$ cat src/rtl/uart_pkg.sv
// ---------------------------------------------------------------------------
// uart_pkg
//  Definitions shared by the UART receiver and transmitter:
//  - uart_state_t : receive/transmit FSM state encoding
//  - uart_period_clk() : clocks per bit derived from clock and baud rate
// ---------------------------------------------------------------------------
package uart_pkg;

    typedef enum logic [2:0] {
        ST_IDLE      = 3'd0,
        ST_START     = 3'd1,
        ST_DATA      = 3'd2,
        ST_PARITY    = 3'd3,
        ST_STOP      = 3'd4,
        ST_WAIT_HIGH = 3'd5
    } uart_state_t;

    // Integer clocks per bit; callers must keep the result >= 4 so that the
    // half-bit start qualification still has room after synchronizer latency.
    function automatic int uart_period_clk(input int clk_hz, input int baud);
        return clk_hz / baud;
    endfunction

endpackage

$ cat src/rtl/uart_baud_tick.sv
// ---------------------------------------------------------------------------
// uart_baud_tick
//  Free-running bit-period counter with a loadable target. Emits a one-cycle
//  tick when the count reaches target-1, then wraps to zero.
// Ports
//  i_clk      in   1        system clock
//  i_reset    in   1        asynchronous active-high reset
//  i_clear    in   1        hold counter at zero (no tick while asserted)
//  iv_target  in   p_TGT_W  period in clocks
//  o_tick     out  1        high in the last clock of each period
// ---------------------------------------------------------------------------
module uart_baud_tick #(
    parameter int p_CNT_W = 4,
    parameter int p_TGT_W = 4
) (
    input  logic               i_clk,
    input  logic               i_reset,
    input  logic               i_clear,
    input  logic [p_TGT_W-1:0] iv_target,
    output logic               o_tick
);

    localparam logic [p_CNT_W-1:0] lp_CNT_ONE = p_CNT_W'(1);
    localparam logic [p_TGT_W-1:0] lp_TGT_ONE = p_TGT_W'(1);

    logic [p_CNT_W-1:0] r_cnt;
    logic [p_TGT_W-1:0] w_cnt_ext;

    // Target may need one more bit than the counter when the period is a
    // power of two; compare in the wider domain.
    assign w_cnt_ext = p_TGT_W'(r_cnt);
    assign o_tick    = !i_clear && (w_cnt_ext == (iv_target - lp_TGT_ONE));

    always_ff @(posedge i_clk or posedge i_reset) begin
        if (i_reset) begin
            r_cnt <= '0;
        end else if (i_clear || o_tick) begin
            r_cnt <= '0;
        end else begin
            r_cnt <= r_cnt + lp_CNT_ONE;
        end
    end

endmodule

$ cat src/rtl/uart_receiver.sv
// ---------------------------------------------------------------------------
// uart_receiver
//  Serial-to-parallel UART receiver. Synchronizes the raw line, qualifies
//  the start bit at half a bit period, samples data/parity/stop at mid-bit
//  and presents each frame as a one-cycle pulse with parity/framing status.
// Ports
//  i_clk         in   1            system clock
//  i_reset       in   1            asynchronous active-high reset
//  i_input       in   1            raw serial line (idle high, async)
//  ov_data       out  p_DATA_BITS  last received word, LSB first on line
//  o_data_valid  out  1            one-cycle pulse: data/flags updated
//  o_parity_err  out  1            parity mismatch in last frame
//  o_frame_err   out  1            a stop bit sampled low in last frame
//  o_busy        out  1            receiver not idle
// ---------------------------------------------------------------------------
module uart_receiver
    import uart_pkg::*;
#(
    parameter int p_CLK_FREQUENCY = 12000000,
    parameter int p_BAUD_RATE     = 115200,
    parameter int p_DATA_BITS     = 8,
    parameter int p_2_STOP_BITS   = 0,
    parameter int p_PARITY        = 0,
    parameter int p_PARITY_ODD    = 1
) (
    input  logic                   i_clk,
    input  logic                   i_reset,
    input  logic                   i_input,
    output logic [p_DATA_BITS-1:0] ov_data,
    output logic                   o_data_valid,
    output logic                   o_parity_err,
    output logic                   o_frame_err,
    output logic                   o_busy
);

    localparam int lp_PERIOD_CLK = uart_period_clk(p_CLK_FREQUENCY, p_BAUD_RATE);
    localparam int lp_CNT_W      = $clog2(lp_PERIOD_CLK);
    localparam int lp_TGT_W      = $clog2(lp_PERIOD_CLK + 1);
    localparam int lp_BIT_W      = $clog2(p_DATA_BITS + 1);

    localparam logic [lp_TGT_W-1:0] lp_TGT_FULL = lp_TGT_W'(lp_PERIOD_CLK);
    localparam logic [lp_TGT_W-1:0] lp_TGT_HALF = lp_TGT_W'(lp_PERIOD_CLK / 2);
    localparam logic [lp_BIT_W-1:0] lp_LAST_BIT = lp_BIT_W'(p_DATA_BITS - 1);
    localparam logic [lp_BIT_W-1:0] lp_BIT_ONE  = lp_BIT_W'(1);
    localparam logic lp_HAS_PARITY = (p_PARITY != 0);
    localparam logic lp_TWO_STOP   = (p_2_STOP_BITS != 0);
    localparam logic lp_ODD        = (p_PARITY_ODD != 0);

    logic [1:0]             r_sync;
    logic                   w_rxs;
    uart_state_t            r_state;
    logic [p_DATA_BITS-1:0] r_shift;
    logic [lp_BIT_W-1:0]    r_bit_cnt;
    logic                   r_stop_cnt;
    logic                   r_par_err;
    logic                   r_frm_err;
    logic                   r_done;
    logic                   w_tick;
    logic                   w_clear;
    logic [lp_TGT_W-1:0]    w_target;

    // Two-flop synchronizer, preset to the idle (high) line level.
    always_ff @(posedge i_clk or posedge i_reset) begin
        if (i_reset) begin
            r_sync <= 2'b11;
        end else begin
            r_sync <= {r_sync[0], i_input};
        end
    end

    assign w_rxs = r_sync[1];

    // The counter is held at zero while waiting for a line edge, so START
    // always begins at zero; every other state is entered on a tick, where
    // the counter wraps to zero by itself.
    assign w_clear  = (r_state == ST_IDLE) || (r_state == ST_WAIT_HIGH);
    assign w_target = (r_state == ST_START) ? lp_TGT_HALF : lp_TGT_FULL;
    assign o_busy   = (r_state != ST_IDLE);

    uart_baud_tick #(
        .p_CNT_W (lp_CNT_W),
        .p_TGT_W (lp_TGT_W)
    ) u_baud (
        .i_clk     (i_clk),
        .i_reset   (i_reset),
        .i_clear   (w_clear),
        .iv_target (w_target),
        .o_tick    (w_tick)
    );

    always_ff @(posedge i_clk or posedge i_reset) begin
        if (i_reset) begin
            r_state      <= ST_IDLE;
            r_shift      <= '0;
            r_bit_cnt    <= '0;
            r_stop_cnt   <= 1'b0;
            r_par_err    <= 1'b0;
            r_frm_err    <= 1'b0;
            r_done       <= 1'b0;
            ov_data      <= '0;
            o_data_valid <= 1'b0;
            o_parity_err <= 1'b0;
            o_frame_err  <= 1'b0;
        end else begin
            r_done       <= 1'b0;
            o_data_valid <= 1'b0;

            // Publish the completed frame one cycle after the last stop
            // sample, independent of the state the FSM has moved on to.
            if (r_done) begin
                o_data_valid <= 1'b1;
                ov_data      <= r_shift;
                o_parity_err <= r_par_err;
                o_frame_err  <= r_frm_err;
            end

            case (r_state)
                ST_IDLE: begin
                    if (!w_rxs) begin
                        r_state    <= ST_START;
                        r_bit_cnt  <= '0;
                        r_stop_cnt <= 1'b0;
                        r_par_err  <= 1'b0;
                        r_frm_err  <= 1'b0;
                    end
                end
                ST_START: begin
                    if (w_tick) begin
                        r_state <= w_rxs ? ST_IDLE : ST_DATA;
                    end
                end
                ST_DATA: begin
                    if (w_tick) begin
                        r_shift <= {w_rxs, r_shift[p_DATA_BITS-1:1]};
                        if (r_bit_cnt == lp_LAST_BIT) begin
                            r_bit_cnt <= '0;
                            r_state   <= lp_HAS_PARITY ? ST_PARITY : ST_STOP;
                        end else begin
                            r_bit_cnt <= r_bit_cnt + lp_BIT_ONE;
                        end
                    end
                end
                ST_PARITY: begin
                    if (w_tick) begin
                        // Data ones plus parity bit must be odd (odd mode)
                        // or even (even mode).
                        r_par_err <= (^r_shift) ^ w_rxs ^ lp_ODD;
                        r_state   <= ST_STOP;
                    end
                end
                ST_STOP: begin
                    if (w_tick) begin
                        if (!w_rxs) begin
                            r_frm_err <= 1'b1;
                        end
                        if (r_stop_cnt == lp_TWO_STOP) begin
                            r_done  <= 1'b1;
                            // A low final stop means break/stuck line: wait
                            // for high so it cannot re-trigger a start.
                            r_state <= w_rxs ? ST_IDLE : ST_WAIT_HIGH;
                        end else begin
                            r_stop_cnt <= 1'b1;
                        end
                    end
                end
                ST_WAIT_HIGH: begin
                    if (w_rxs) begin
                        r_state <= ST_IDLE;
                    end
                end
                default: begin
                    r_state <= ST_IDLE;
                end
            endcase
        end
    end

endmodule

$ cat config.mk
export PLATFORM = sky130hd
export DESIGN_NAME = uart_receiver
export DESIGN_NICKNAME = d
export VERILOG_FILES = /design/src/rtl/uart_pkg.sv /design/src/rtl/uart_baud_tick.sv /design/src/rtl/uart_receiver.sv
export SDC_FILE = /design/constraint.sdc
export NUM_CORES = 1
export LEC_CHECK = 0
export CELL_PAD_IN_SITES_DETAIL_PLACEMENT = 1
export CELL_PAD_IN_SITES_GLOBAL_PLACEMENT = 2
export CORE_AREA = 2 2 76 78
export CTS_CLUSTER_SIZE = 40
export DETAILED_ROUTE_END_ITERATION = 16
export DIE_AREA = 0 0 78 80
export PLACE_DENSITY_LB_ADDON = 0.1
export SLEW_MARGIN = 20
export SYNTH_ARGS = -nofsm -noshare
export SYNTH_HDL_FRONTEND = slang
export SYNTH_SLANG_ARGS = --single-unit
$ cat constraint.sdc
create_clock -name i_clk -period 1.6 [get_ports i_clk]
set_clock_uncertainty 0.2 [all_clocks]
set_input_delay 0.16 -clock i_clk [delete_from_list [all_inputs] [get_ports i_clk]]
set_output_delay 0.16 -clock i_clk [all_outputs]
set_load 0.02 [all_outputs]
=== Word level (Yosys, flattened, before mapping) ===
Cells that the tools add are included.

* Bits in registers: 39
* Input bits: 3
* Output and inout bits: 12

* Add/subtract/negate cells: 3
* Equal/unequal tests: 16
* Mux-type cells: 30
* Bitwise gates (word level): 2
* Reduce and logical (&&, ||, !) cells: 16

{| class="wikitable"
|+ Operators by type and width
! operator !! count
|-
| $mux 3 || 9
|-
| $pmux 3 s6 || 1
|-
| $mux 7 || 2
|-
| $mux 4 || 3
|-
| $mux 1 || 10
|-
| $ne 2x2->1 const B || 5
|-
| $reduce_and 3->1 || 3
|-
| $ne 2x1->1 const B || 4
|-
| $pmux 4 s2 || 1
|-
| $reduce_and 8->1 || 1
|-
| $reduce_xor 8->1 || 1
|-
| $add 7x1->7 const B || 1
|-
| $eq 7x7->1 || 1
|-
| $sub 7x1->7 const B || 1
|-
| $eq 3x2->1 const B || 2
|-
| $eq 3x3->1 const B || 2
|-
| $pmux 1 s2 || 3
|-
| $reduce_bool 2->1 || 3
|-
| $add 4x1->4 const B || 1
|-
| $eq 4x3->1 const B || 1
|-
| $reduce_and 4->1 || 1
|-
| $eq 3x1->1 const B || 1
|-
| $logic_not 3->1 || 1
|-
| $reduce_bool 3->1 || 1
|-
| 7 further kinds || 8
|}

=== Depth between registers and ports, before layout ===
Gate-level depths: netlist of the first run.

* Word-level depth: 7
* Depth in mapped cells: 6
* Mapped depth without buffers: 5

=== Hierarchy ===
Synthesis of the first run repeated with hierarchy kept, for this count alone.

* Cells, all modules: 173
* Area total of the unflattened synthesis: 1980.6 um^2

{| class="wikitable"
|+ By module, submodules not included
! module !! times used !! cells each !! area each (um^2) !! sequential area each (um^2)
|-
| uart_receiver || 1 || 111 || 1395.1 || 778.2
|-
| uart_baud_tick || 1 || 62 || 585.6 || 175.2
|}

=== Least setup slack after synthesis of the first run ===
No wires, ideal clock.

* Kind: reg2reg
* From: register u_baud.r_cnt[0]
* To: register r_shift[0]
* Library setup time: 125 ps
* Data arrival time: 1493 ps
* Path slack: -218 ps
* Cell stages (with the launch flop): 7
* Buffers on the path: 1
* Path through: dfrtp_1 ha_1 nand3b_4 nor2_4 and3_4 buf_12 mux2_4

* Longest elaborated chain between the ends: 3

{| class="wikitable"
|+ RTL lines
! item !! line !! RTL
|-
| start, declared || uart_baud_tick.sv:26 || <nowiki>logic [p_CNT_W-1:0] r_cnt;</nowiki>
|-
| start signal, assigned || uart_baud_tick.sv:40 || <nowiki>r_cnt <= r_cnt + lp_CNT_ONE;</nowiki>
|-
| $eq 7x7->1 || uart_baud_tick.sv:32 || <nowiki>assign o_tick = !i_clear && (w_cnt_ext == (iv_target - lp_TGT_ONE));</nowiki>
|-
| $logic_and 1x1->1 || uart_baud_tick.sv:32 ||
|-
| $reduce_and 2->1 (no line) || n/a ||
|-
| end signal, assigned || uart_receiver.sv:134 || <nowiki>r_shift <= {w_rxs, r_shift[p_DATA_BITS-1:1]};</nowiki>
|-
| end, declared || uart_receiver.sv:52 || <nowiki>logic [p_DATA_BITS-1:0] r_shift;</nowiki>
|}

No other way between the ends.
A chain may end at the register's enable or synchronous reset.

=== Worst setup path after layout of the first run ===
* From: register u_baud.r_cnt[0]
* To: register r_bit_cnt[2]

* Longest elaborated chain between the ends: 4

{| class="wikitable"
|+ RTL lines
! item !! line !! RTL
|-
| $eq 7x7->1 || uart_baud_tick.sv:32 ||
|-
| $logic_and 1x1->1 || uart_baud_tick.sv:32 ||
|-
| $ne 2x1->1 (no line) || n/a ||
|-
| $reduce_and 3->1 (no line) || n/a ||
|-
| end signal, assigned || uart_receiver.sv:139 || <nowiki>r_bit_cnt <= r_bit_cnt + lp_BIT_ONE;</nowiki>
|-
| end, declared || uart_receiver.sv:53 || <nowiki>logic [lp_BIT_W-1:0] r_bit_cnt;</nowiki>
|}

No other way between the ends.

==> results of run 1 <==
[where the power goes]
| group | leakage, uW | total, uW | switching (uW) | internal (uW) |
|---|---|---|---|---|
| combinational | 0.000644 | 40.9 | 26.6 | 14.3 |
| sequential | 0.000509 | 966 | 1.65 | 964 |
| clock | 0.0000450 | 648 | 346 | 302 |
| total | 0.00120 | 1650 | 374 | 1280 |
[final cells by class]
| cell class | count | area (um2) | area share (%) |
|---|---|---|---|
| Timing Repair Buffer | 47 | 404.1 | 16.50 |
| Clock inverter | 2 | 10.01 | 0.4088 |
| Tap cell | 72 | 90.09 | 3.679 |
| Inverter | 5 | 18.77 | 0.7665 |
| Multi-Input combinational cell | 102 | 899.6 | 36.74 |
| Clock buffer | 6 | 72.57 | 2.964 |
| Sequential cell | 38 | 953.4 | 38.94 |
[repair_timing]
action,in CTS,in global routing
hold buffers,0,0
pin swaps,3,8
resized for setup,23,13
setup buffers,1,3
setup endpoints to repair,32,27
[worst paths after layout]
kind                            startpoint      endpoint  slack (ps)  depth (start not counted)
setup reg to reg           u_baud.r_cnt[0]  r_bit_cnt[2]        -100                          5
hold reg to reg                  r_sync[0]     r_sync[1]         160                          0
max in group asynchronous          i_reset     r_sync[0]         910                          3
hold / removal                     i_reset    r_state[0]          30                          3
setup / recovery           u_baud.r_cnt[0]  r_bit_cnt[2]        -100                          5
min in group i_clk                 i_input     r_sync[0]          80                          1
[critical path: cells and delay by family (launching register included)]
kind	cells	cell delay, ps
simple gates	1	250
mux	1	300
fa+ha+maj	1	170
flops	1	400
compound gates	2	280
[cells in the final DEF (no fill, tap or decap), drive strengths merged]
cell type and count:
inv 5, dlygate4sd2 10, and3b 2, mux2 19
buf 34, nand3 6, dfstp 2, ha 2
a22o 2, nand2 5, clkbuf 6, and2 2
nor4 2, a2bb2oi 1, nand3b 3, xnor3 1
dlymetal6s2s 1, nor3b 2, dfrtp 36, a41oi 1
nor2b 2, o211ai 3, a21oi 7, clkinv 2
o2bb2ai 1, and3 3, nor3 3, o21ai 10
nor2 12, nand4 1, a311oi 1, xor2 4
clkdlybuf4s50 2, xnor2 7
[layer usage]
layer / part of all wire (%) / track usage, % / wire, um / vias up
met5: 0 / 0 / 0 / -
met4: 1.6 / 5.263 / 65 / 0
met3: 2.6 / 3.507 / 107 / 7
met2: 52 / 26.21 / 2186 / 14
met1: 44 / 17.98 / 1832 / 688
li1: - / - / - / 629
[logic make-up after synthesis]
kind of cell             Yosys count
AO/OA/AOI/OAI                     26
XOR/XNOR                          12
adder cells (fa/ha/maj)            2
buffers and inverters             11
flip-flops                        38
multiplexers                      19
AND/OR/NAND/NOR                   43
[stage by stage]
| step | cell area, um2 | total power [uW] | instances |
|---|---|---|---|
| final | 2449 | 1655 | 272 |
| after global routing | 2449 | 1718 | 272 |
| after CTS | 2394 | 1678 | 269 |
| after detailed placement | 2287 | 1029 | 260 |
| after global placement | 2287 | 1028 | 260 |
| after floorplan | 1868 | 1007 | 151 |
[flip-flops by register name (all words and copies together) (netlist names)]
signal	flops
o_data_valid	1
o_frame_err	1
o_parity_err	1
ov_data	8
r_bit_cnt	4
r_done	1
r_frm_err	1
r_par_err	1
r_shift	8
r_state	3
r_sync	2
u_baud.r_cnt	7
==> results.toml, run 1 <==
[yosys]
synth_edf_count = 0
yosysSeqAreaShare_pct = 51.73
ys_dominant_reg_cell = "dfrtp_1"
synth_cell_type_count = 40
synth.most_common_cell = "dfrtp_1"
synthTopCellsByCount = "dfrtp_1 (36), nor2_1 (11), mux2_2 (10)"
synth_top_family_by_area = "simple AND/OR/NAND/NOR gates"
synth-simple-area-share_pct = 14.66
yosys_register_bits = 38
synth_top_area_cell = "dfrtp_1"
synth.top_cells.by_area = "dfrtp_1 (49%), mux2_4 (6.5%), mux2_2 (6.1%), xnor2_1 (3.3%), dfstp_2 (2.9%)"
synth_fa_ha_area_share_pct = 1.358
syn_area_mm2 = 0.001843
synthMuxAreaShare_pct = 13.24
synth_top_cell_area_share_pct = 48.88
synth_fp_nets = 156
syn_inst = 151
ys.warnings.count = 0
syn_area_per_cell_um2 = 12.21
synth_xor_area_share_pct = 6.449
synth-compound-area-share_pct = 9.301
async_flop_share_pct = 100.0

[global_route]
grt_pass1_vias = 1451
grt_pass1_wl_mm = 7.189
antenna_found_initial = 0
grt_util_all_layers_pct = 14.95
grt_overflow = 0
grt_max_degree = 39

[timing]
rsz0062_at_grt = "true"
fmax_mhz = 589.6
fin_setup_tns_ps = -783.2
fin_hold_ws_ps = 33.05
period_minus_slack_ps = 1696
setup_viol = 12
maxSlewViolCount = 0
relSlewSlack_pct = 79.52
worst_slack_ps = -95.99
post-route-period-util_pct = 106.0
tightest_slew_ps = 304.4
hold_viol = 0

[critical_path]
cp_max_fo = 5
critPathKind = "register to register"
cpMaxStageDelayCell = "dfrtp_1"
arrival_ps = 1690
max_stage_delay_ps = 400
cp.required_ps = 1590
endpoint_kind = "register"
worstSetupStartpointType = "register"
crit_chain = "ha_4, and3b_4, o211ai_2, mux2_4, a22o_1"

[cts]
cts_tree = "done"
cts_sinks = 38
cts_buffer_depth = 2
clk_pin_slew_worst_paths_ps = 80
clk_latency_ps = 300
root_buffer = "clkbuf_8"
h-tree-depth = 2
tritoncts.num_buffers = 5

[die]
coreArea_mm2 = 0.005405
ioPinCount = 15
die_x_um = 78
start_util_pct = 34.10
die_area_mm2 = 0.006240
row_count = 27
dieHeight_um = 80

[finish]
fill_cells = 603
drive_gt1_share_pct = 40.50
n_antenna_cell = 0
area_growth_pct = 32.86
fin_util_pct = 45.30
nets = 204

[drt]
viasPerCell = 4.919
drt_iter0_drc = 32
routed_wl_mm = 4.192
wl_per_cell_um = 15.41
ant_nets = 0
post-route-drc-count = 0
num_vias = 1338
drtPass1Iterations = 4

[placement]
pre_cts_slack_ps = -87.92
hpwlAfterDp_mm = 3.056
io_buffers = 14
gp_congestion = 0.8590

[run_status]
run_status = "finished, violations left"
violations = "negative setup slack"

[power_and_ir_drop]
vdd_drop_max_v = 0.0002934
p_leak_uw = 0.001198
power.density_mw_per_mm2 = 675.8

[hold_path]
hp-class = "input port to asynchronous set/reset pin"

[run]
cap_violations = 0
Note: power is estimated with default switching activity, not from simulation.
==> inputs of run 2 (changes only) <==
- CTS_CLUSTER_SIZE: 40 -> not set
==> results of run 2 <==
No change in the layout: final DEF, timing and power equal those of run 1.
